===== src/rtl/serial_pattern_pkg.sv =====
// Shared definitions for the serial pattern transmitter.
// This file holds the state encoding, the default sizing and the repeat-count helper.
package serial_pattern_pkg;

  localparam int WIDTH_DEFAULT = 8;
  localparam int GAP_DEFAULT   = 2;

  typedef enum logic [1:0] {
    ST_IDLE  = 2'd0,
    ST_SHIFT = 2'd1,
    ST_GAP   = 2'd2
  } state_e;

  // Index of the last repetition; a requested count of 0 behaves like 1.
  function automatic logic [3:0] rep_last(input logic [3:0] rep);
    if (rep == 4'd0) begin
      return 4'd0;
    end else begin
      return rep - 4'd1;
    end
  endfunction

endpackage


===== src/rtl/serial_pattern_tx.sv =====
// Serial word transmitter: shifts a captured word MSB first, repeats it,
// then pulses done and holds an idle gap before accepting the next load.
module serial_pattern_tx
  import serial_pattern_pkg::*;
#(
  parameter int WIDTH = WIDTH_DEFAULT,
  parameter int GAP   = GAP_DEFAULT
) (
  input  logic             clock,
  input  logic             reset,
  input  logic [WIDTH-1:0] data_in,
  input  logic [3:0]       rep,
  input  logic             load,
  output logic             ready,
  output logic             out,
  output logic             active,
  output logic             done
);

  localparam int             CW       = $clog2(WIDTH);
  localparam logic [CW-1:0]  BIT_LAST = CW'(WIDTH - 1);
  localparam logic [CW-1:0]  BIT_ONE  = CW'(1);
  localparam logic [3:0]     GAP_LAST = 4'(GAP - 1);

  state_e           state_q, state_d;
  logic [WIDTH-1:0] data_q, data_d;
  logic [CW-1:0]    bit_cnt_q, bit_cnt_d;
  logic [3:0]       rep_cnt_q, rep_cnt_d;
  logic [3:0]       rep_last_q, rep_last_d;
  logic [3:0]       gap_cnt_q, gap_cnt_d;
  logic             out_q, out_d;
  logic             active_q, active_d;
  logic             done_q, done_d;

  // State, counters, data word and output flops.
  always_ff @(posedge clock or posedge reset) begin
    if (reset) begin
      state_q    <= ST_IDLE;
      data_q     <= '0;
      bit_cnt_q  <= '0;
      rep_cnt_q  <= 4'd0;
      rep_last_q <= 4'd0;
      gap_cnt_q  <= 4'd0;
      out_q      <= 1'b0;
      active_q   <= 1'b0;
      done_q     <= 1'b0;
    end else begin
      state_q    <= state_d;
      data_q     <= data_d;
      bit_cnt_q  <= bit_cnt_d;
      rep_cnt_q  <= rep_cnt_d;
      rep_last_q <= rep_last_d;
      gap_cnt_q  <= gap_cnt_d;
      out_q      <= out_d;
      active_q   <= active_d;
      done_q     <= done_d;
    end
  end

  // Next-state and next-output decode.
  // The data word rotates left one place per payload bit, so after WIDTH
  // rotations it is back in its captured form and bit WIDTH-2 of the rotated
  // word is always the next bit to send, including the wrap to a new repetition.
  always_comb begin
    state_d    = state_q;
    data_d     = data_q;
    bit_cnt_d  = bit_cnt_q;
    rep_cnt_d  = rep_cnt_q;
    rep_last_d = rep_last_q;
    gap_cnt_d  = gap_cnt_q;
    out_d      = 1'b0;
    active_d   = 1'b0;
    done_d     = 1'b0;

    case (state_q)
      ST_IDLE: begin
        if (load) begin
          data_d     = data_in;
          rep_last_d = rep_last(rep);
          bit_cnt_d  = '0;
          rep_cnt_d  = 4'd0;
          gap_cnt_d  = 4'd0;
          out_d      = data_in[WIDTH-1];
          active_d   = 1'b1;
          state_d    = ST_SHIFT;
        end else begin
          state_d = ST_IDLE;
        end
      end

      ST_SHIFT: begin
        data_d = {data_q[WIDTH-2:0], data_q[WIDTH-1]};
        if (bit_cnt_q != BIT_LAST) begin
          bit_cnt_d = bit_cnt_q + BIT_ONE;
          out_d     = data_q[WIDTH-2];
          active_d  = 1'b1;
        end else if (rep_cnt_q != rep_last_q) begin
          bit_cnt_d = '0;
          rep_cnt_d = rep_cnt_q + 4'd1;
          out_d     = data_q[WIDTH-2];
          active_d  = 1'b1;
        end else begin
          bit_cnt_d = '0;
          gap_cnt_d = 4'd0;
          done_d    = 1'b1;
          if (GAP > 0) begin
            state_d = ST_GAP;
          end else begin
            state_d = ST_IDLE;
          end
        end
      end

      ST_GAP: begin
        // The done cycle is the first of the GAP idle cycles.
        if (gap_cnt_q == GAP_LAST) begin
          gap_cnt_d = 4'd0;
          state_d   = ST_IDLE;
        end else begin
          gap_cnt_d = gap_cnt_q + 4'd1;
        end
      end

      default: begin
        state_d = ST_IDLE;
      end
    endcase
  end

  assign ready  = (state_q == ST_IDLE);
  assign out    = out_q;
  assign active = active_q;
  assign done   = done_q;

endmodule

===== config.mk =====
export PLATFORM = sky130hd
export DESIGN_NAME = serial_pattern_tx
export DESIGN_NICKNAME = d
export VERILOG_FILES = /design/src/rtl/serial_pattern_pkg.sv /design/src/rtl/serial_pattern_tx.sv
export SDC_FILE = /design/constraint.sdc
export NUM_CORES = 1
export LEC_CHECK = 0
export CAP_MARGIN = 5
export CORE_MARGIN = 1
export CORE_UTILIZATION = 53
export CTS_BUF_LIST = sky130_fd_sc_hd__clkbuf_8 sky130_fd_sc_hd__clkbuf_16
export DETAILED_ROUTE_END_ITERATION = 6
export PLACE_DENSITY = 0.8
export SYNTH_ARGS = -nofsm -noshare
export SYNTH_HDL_FRONTEND = slang
export SYNTH_SLANG_ARGS = --single-unit

===== constraint.sdc =====
create_clock -name clock -period 2 [get_ports clock]
set_input_delay 0.4 -clock clock [delete_from_list [all_inputs] [get_ports clock]]
set_output_delay 0.4 -clock clock [all_outputs]
set_load 0.02 [all_outputs]

==> results.py, run 1 <==
metrics = {
    "flow_run": {
        "max_cap_violations": 0,
    },
    "yosys": {
        "synth.cells.most_frequent": "31 x nand2_1, 28 x dfrtp_1, 11 x nor2_1",
        "ys_ff_latch": 28,
        "top_reg_cell_synth": "dfrtp_1",
        "netlist_area_sq_um": 1393,
        "syn-instance-count": 149,
        "synth-warning-count": 0,
        "synth_top_cell_area_share_pct": 50.31,
        "ys_types": 33,
        "synth_seq_area_share_pct": 50.31,
        "synth_most_common_cell": "nand2_1",
        "synth-async-reset-ratio_pct": 100.0,
        "synth.avg_cell_area_sq_um": 9.346,
        "post-synth-top-area-cell": "dfrtp_1",
        "syn_nets": 169,
        "synth.top_cells.by_area": "dfrtp_1 50%, nand2_1 8.4%, ha_1 4.5%",
        "number_of_flops_mapped_to_enable_cells_by_yosys": 0,
    },
    "setup_path": {
        "startpoint_type": "flip-flop",
        "path_class": "flip-flop to output pin",
        "critical_path_peak_fanout": 6,
        "critical-path-max-stage-delay_ns": 0.62,
        "worstPathArrival_ns": 1.50,
        "timing.critical_path.max_delay_family": "buffers and inverters",
        "worstPathRequired_ns": 1.60,
        "cp_cell_sequence": "nor2_1 > clkdlybuf4s50_1",
        "worstSetupPathDepth": 2,
        "number_of_buffers_and_inverters_on_the_critical_path": 1,
        "crit-reg2reg-capture": "rep_cnt_q[3]",
        "worst_r2r_path_depth": 5,
        "critical_path.slowest_cell": "clkdlybuf4s50_1",
        "regToRegSetupSlack_ns": 0.34,
        "critical_path.reg2reg.startpoint": "rep_cnt_q[0]",
        "worst_setup_path_end_kind": "output pin",
        "startpoint": "state_q[1]",
    },
    "sta": {
        "final_worst_path_cycle_share_pct": 95.22,
        "clock-skew-final_ns": 0.002041,
        "fmax_mhz": 525.1,
        "unrepaired_setup_endpoints_after_global_routing": "no",
        "timing.final.hold_violations": 0,
        "final-setup-viol-count": 0,
        "setup_tns_ns": 0,
        "min_period_ns": 1.904,
        "timing.final.max_slew_violations": 0,
        "timing.max_slew.rel_slack_pct": 67.25,
        "worst-slew-pin-transition_ns": 0.4901,
    },
    "placed_design": {
        "post-place-cells": 197,
        "globalplace.congestion": 0.8042,
        "port_buf_inserts": 18,
        "place.detailed.hpwl_um": 1871,
    },
    "finish": {
        "ant_cells": 0,
        "final_nets": 192,
        "area_growth_pct": 20.13,
        "share_of_cells_above_drive_strength_1_pct": 8.235,
        "stdcell_count": 200,
    },
    "hold_path": {
        "type_of_the_worst_min_delay_path": "input pin to async pin",
    },
    "die": {
        "floorplan.initialDensity_pct": 56.21,
        "core_area_sq_um": 2477,
        "floorplan.io_pins": 19,
        "design.die.area_sq_um": 2837,
        "die_width_um": 53.26,
        "core.rowCount": 18,
        "die_h_um": 53.26,
    },
    "drt": {
        "dr.pass1.iters": 4,
        "drc": 0,
        "dr.first_iter.drc_count": 12,
        "drt.antenna.violating_nets": 0,
        "vias": 1125,
        "route.final.wire_length_um": 2679,
        "via_per_instance_ratio": 5.625,
        "routedWlPerCell_um": 13.40,
    },
    "grt": {
        "grt_max_degree": 29,
        "number_of_global_route_vias_before_repair": 1060,
        "number_of_antenna_violations_at_the_first_check_in_global_routing": 0,
        "grt_pass1_wl_um": 4609,
        "grt.total_usage_pct": 22.89,
        "grt_overflow": 0,
    },
    "cts": {
        "tritoncts": "built",
        "cts_made_buffers": 3,
        "post_cts.resized_instances": 0,
        "ctsHtreeMaxLevel": 1,
        "cts.clk_slew.worst_paths_ns": 0.09,
        "cts-root-to-sink-buffers": 2,
        "cts_hold_buf": 0,
        "cts-root-buf": "clkbuf_8",
        "clkLatencyLatePin_ns": 0.27,
        "postCtsSetupRepairBufs": 0,
        "clock_sinks": 28,
    },
    "power_and_ir_drop": {
        "vdd_drop_max_mv": 0.7844,
        "pwr_density_cell_nw_per_um2": 1262,
        "power.leakage_nw": 0.7318,
    },
    "status": {
        "status": "completed",
    },
}
==> layer usage <==
layer	GRT usage [%]	up-vias	part of all wire [%]
met4	14.47	0	1.9
met1	29.51	531	47
li1	-	564	-
met3	2.586	5	2.9
met2	36.04	25	48
met5	0	-	0
==> per-stage QoR <==
stage	power, mW	setup WS (ns)	utilization [%]	area [sq um]	hold slack [ns]
floorplan	1.549	0.4383	-	1393	0.4605
global placement	1.777	0.3502	65.86	1632	0.4808
detailed placement	1.824	0.3293	65.86	1632	0.4841
CTS	2.129	0.09453	67.53	1673	0.4965
global route	2.286	0.04981	67.53	1673	0.5475
finish	2.112	0.09563	67.53	1673	0.4805
==> flip-flops by register name, summed over array words and instances, names as in the netlist <==
register	flops
bit_cnt_q	3
state_q	2
rep_last_q	4
gap_cnt_q	4
data_q	8
active	1
rep_cnt_q	4
out	1
done	1
==> cell usage in the layout (no fill, tap or decap), types with 3 or more instances in the layout <==
master	instances
nor3_1	5
ha_1	5
clkbuf_8	3
nor2_1	11
xor2_1	5
clkdlybuf4s50_1	18
a21o_1	3
a31oi_1	8
o22ai_1	3
dfrtp_1	28
inv_1	5
nand2_1	31
o21ai_0	6
buf_4	6
nand2b_1	3
nand3_1	8
==> worst min-delay path: cells and delay by family <==
family / cells / cell delay (ns)
buf+inv: 3 / 0.77
==> worst max-delay path by stage <==
stage,to
detailed placement,rep_last_q[3]
floorplan,gap_cnt_q[0]
global route,ready
CTS,ready
global placement,rep_last_q[3]
finish,ready
==> layout make-up <==
cell class	count	area (sq um)
fillers	217	804.5
repair buffers	24	225.2
inverters	6	22.52
multi-input cells	109	645.6
flip-flops and latches	28	700.7
well taps	30	37.54
clock buffers	3	41.29
==> where the power goes <==
| group | internal [mW] | switching [mW] | total (mW) |
|---|---|---|---|
| Clock | 0.135 | 0.165 | 0.300 |
| Combinational | 0.397 | 0.470 | 0.867 |
| Sequential | 0.776 | 0.170 | 0.945 |
| Total | 1.31 | 0.804 | 2.11 |
==> cells by family after synthesis <==
kind of cell               count (synthesis)  synth area share (%)
xor gates and xnor gates                   5                 3.145
buffers and inverters                     12                 3.324
and+or+nand+nor                           66                 22.91
DFF                                       28                 50.31
adders and majority gates                  5                 4.492
AOI/OAI and AO/OA                         33                 15.81
(Power assumes the default switching activity.)
==> run 2: changes to the inputs <==
Settings changed: CTS_CLUSTER_SIZE from default to 40.
==> results of run 2 <==
No change in the layout: final DEF, timing and power equal those of run 1.
==> run 3: changes to the inputs <==
Settings changed: PLACE_DENSITY 0.8 to default, PLACE_DENSITY_LB_ADDON from default to 0.3.
==> results.py, run 3 (synthesis gave the netlist of run 1 again) <==
metrics = {
    "status": {
        "status": "completed",
    },
    "setup_path": {
        "critical_path.slowest_cell": "clkdlybuf4s50_1",
        "cp_cell_sequence": "nor2_1 > clkdlybuf4s50_1",
        "path_class": "flip-flop to output pin",
        "worstPathRequired_ns": 1.60,
        "worst_setup_path_end_kind": "output pin",
        "worst_r2r_path_depth": 5,
        "critical_path.reg2reg.startpoint": "rep_cnt_q[0]",
        "startpoint_type": "flip-flop",
        "regToRegSetupSlack_ns": 0.35,
        "critical_path_peak_fanout": 6,
        "worstPathArrival_ns": 1.53,
        "crit-reg2reg-capture": "rep_cnt_q[0]",
        "critical-path-max-stage-delay_ns": 0.63,
    },
    "finish": {
        "layout_common_cells": "31 x nand2_1, 28 x dfrtp_1, 18 x clkdlybuf4s50_1, 11 x nor2_1",
        "largest_reg_flops": 8,
        "final_nets": 193,
        "share_of_cells_above_drive_strength_1_pct": 9.302,
        "max_flop_register": "data_q",
        "post-route-cell-area_sq_um": 1710,
        "area_growth_pct": 22.82,
        "most_common_cell_after_layout_fill_and_taps_aside": "nand2_1",
        "ant_cells": 0,
    },
    "die": {
        "die_h_um": 53.26,
        "floorplan.io_pins": 19,
        "design.die.area_sq_um": 2837,
        "core_area_sq_um": 2477,
        "floorplan.initialDensity_pct": 56.21,
        "die_width_um": 53.26,
        "core.rowCount": 18,
    },
    "grt": {
        "grt.total_usage_pct": 23.55,
        "grt_use_met1_pct": 28.26,
        "number_of_antenna_violations_at_the_first_check_in_global_routing": 0,
        "number_of_global_route_vias_before_repair": 1110,
        "grt_max_degree": 29,
        "met2_usage_pct": 38.75,
        "top_usage_layer": "met2",
        "grt_pass1_wl_um": 4754,
        "grtUsageMet3_pct": 3.161,
        "grt_overflow": 0,
    },
    "flow_run": {
        "max_cap_violations": 0,
    },
    "cts": {
        "clock_sinks": 28,
        "clkLatencyLatePin_ns": 0.28,
        "cts-root-buf": "clkbuf_8",
        "cts_hold_buf": 0,
        "cts-root-to-sink-buffers": 2,
        "postCtsSetupRepairBufs": 0,
        "post_cts.resized_instances": 0,
        "cts.clk_slew.worst_paths_ns": 0.10,
        "tritoncts": "built",
        "ctsHtreeMaxLevel": 1,
        "cts_made_buffers": 3,
    },
    "drt": {
        "route.final.wire_length_um": 2861,
        "via_per_instance_ratio": 5.866,
        "routedWlPerCell_um": 14.16,
        "drc": 0,
        "dr.pass1.iters": 4,
        "vias": 1185,
        "dr.first_iter.drc_count": 14,
        "drt.antenna.violating_nets": 0,
    },
    "placed_design": {
        "globalplace.congestion": 0.7768,
        "port_buf_inserts": 18,
        "place.detailed.hpwl_um": 2025,
        "pre_cts_ws_ns": 0.2466,
        "dpl_cell_area_sq_um": 1639,
    },
    "sta": {
        "clock-skew-final_ns": 0.01019,
        "timing.final.max_slew_violations": 0,
        "worst_slack_ns": 0.06612,
        "unrepaired_setup_endpoints_after_global_routing": "no",
        "final-setup-viol-count": 0,
        "timing.final.hold_violations": 0,
        "min_period_ns": 1.934,
        "fmax_mhz": 517.1,
        "worst-slew-pin-transition_ns": 0.5172,
        "setup_tns_ns": 0,
        "final_worst_path_cycle_share_pct": 96.69,
        "timing.max_slew.rel_slack_pct": 65.43,
    },
    "hold_path": {
        "type_of_the_worst_min_delay_path": "input pin to async pin",
    },
    "power_and_ir_drop": {
        "power.leakage_nw": 0.7503,
        "pwr_density_cell_nw_per_um2": 1331,
        "vdd_drop_max_mv": 0.7979,
    },
}
[run 3: per-stage QoR]
step | util [%] | hold slack, ns | total power [mW] | std cells
2_1_floorplan | - | 0.4605 | 1.549 | 149
6_report | 69.04 | 0.4848 | 2.276 | 202
4_1_cts | 69.04 | 0.5085 | 2.295 | 202
5_1_grt | 69.04 | 0.5282 | 2.461 | 202
3_3_place_gp | 66.16 | 0.4797 | 1.790 | 198
3_5_place_dp | 66.16 | 0.4915 | 1.841 | 198
[run 3: worst max-delay path: cells and delay by family, from the launching register on]
family / cells / cell delay (ns)
buf+inv: 1 / 0.63
flops: 1 / 0.45
simple gates: 1 / 0.18
[run 3: layout make-up]
class                   count  area (sq um)
fillers                   210         767.0
flip-flops and latches     28         700.7
multi-input cells         109         645.6
repair buffers             25         232.7
clock buffers               3         41.29
well taps                  30         37.54
clock inverters             1         30.03
inverters                   6         22.52
[run 3: routing by layer]
metal  vias up  share of wire (%)
met2        25                 52
met3         9                3.9
li1        567                  -
met5         -                  0
met1       584                 41
met4         0                3.1
[run 3: power by group]
part           internal (mW)  total (mW)  leakage, nW  switching (mW)
sequential             0.776       0.946        0.333           0.170
combinational          0.403       0.886        0.382           0.482
clock                  0.268       0.445       0.0357           0.177
[run 3: worst max path at each step]
| stage | start | to | slack [ns] | cells after the start |
|---|---|---|---|---|
| after floorplan | rep_cnt_q[1] | gap_cnt_q[0] | 0.44 | 5 |
| after global placement | load | rep_last_q[3] | 0.33 | 3 |
| after detailed placement | load | data_q[5] | 0.25 | 5 |
| after CTS | state_q[1] | ready | 0.06 | 2 |
| after global routing | state_q[1] | ready | 0.008 | 2 |
| final | state_q[1] | ready | 0.07 | 2 |
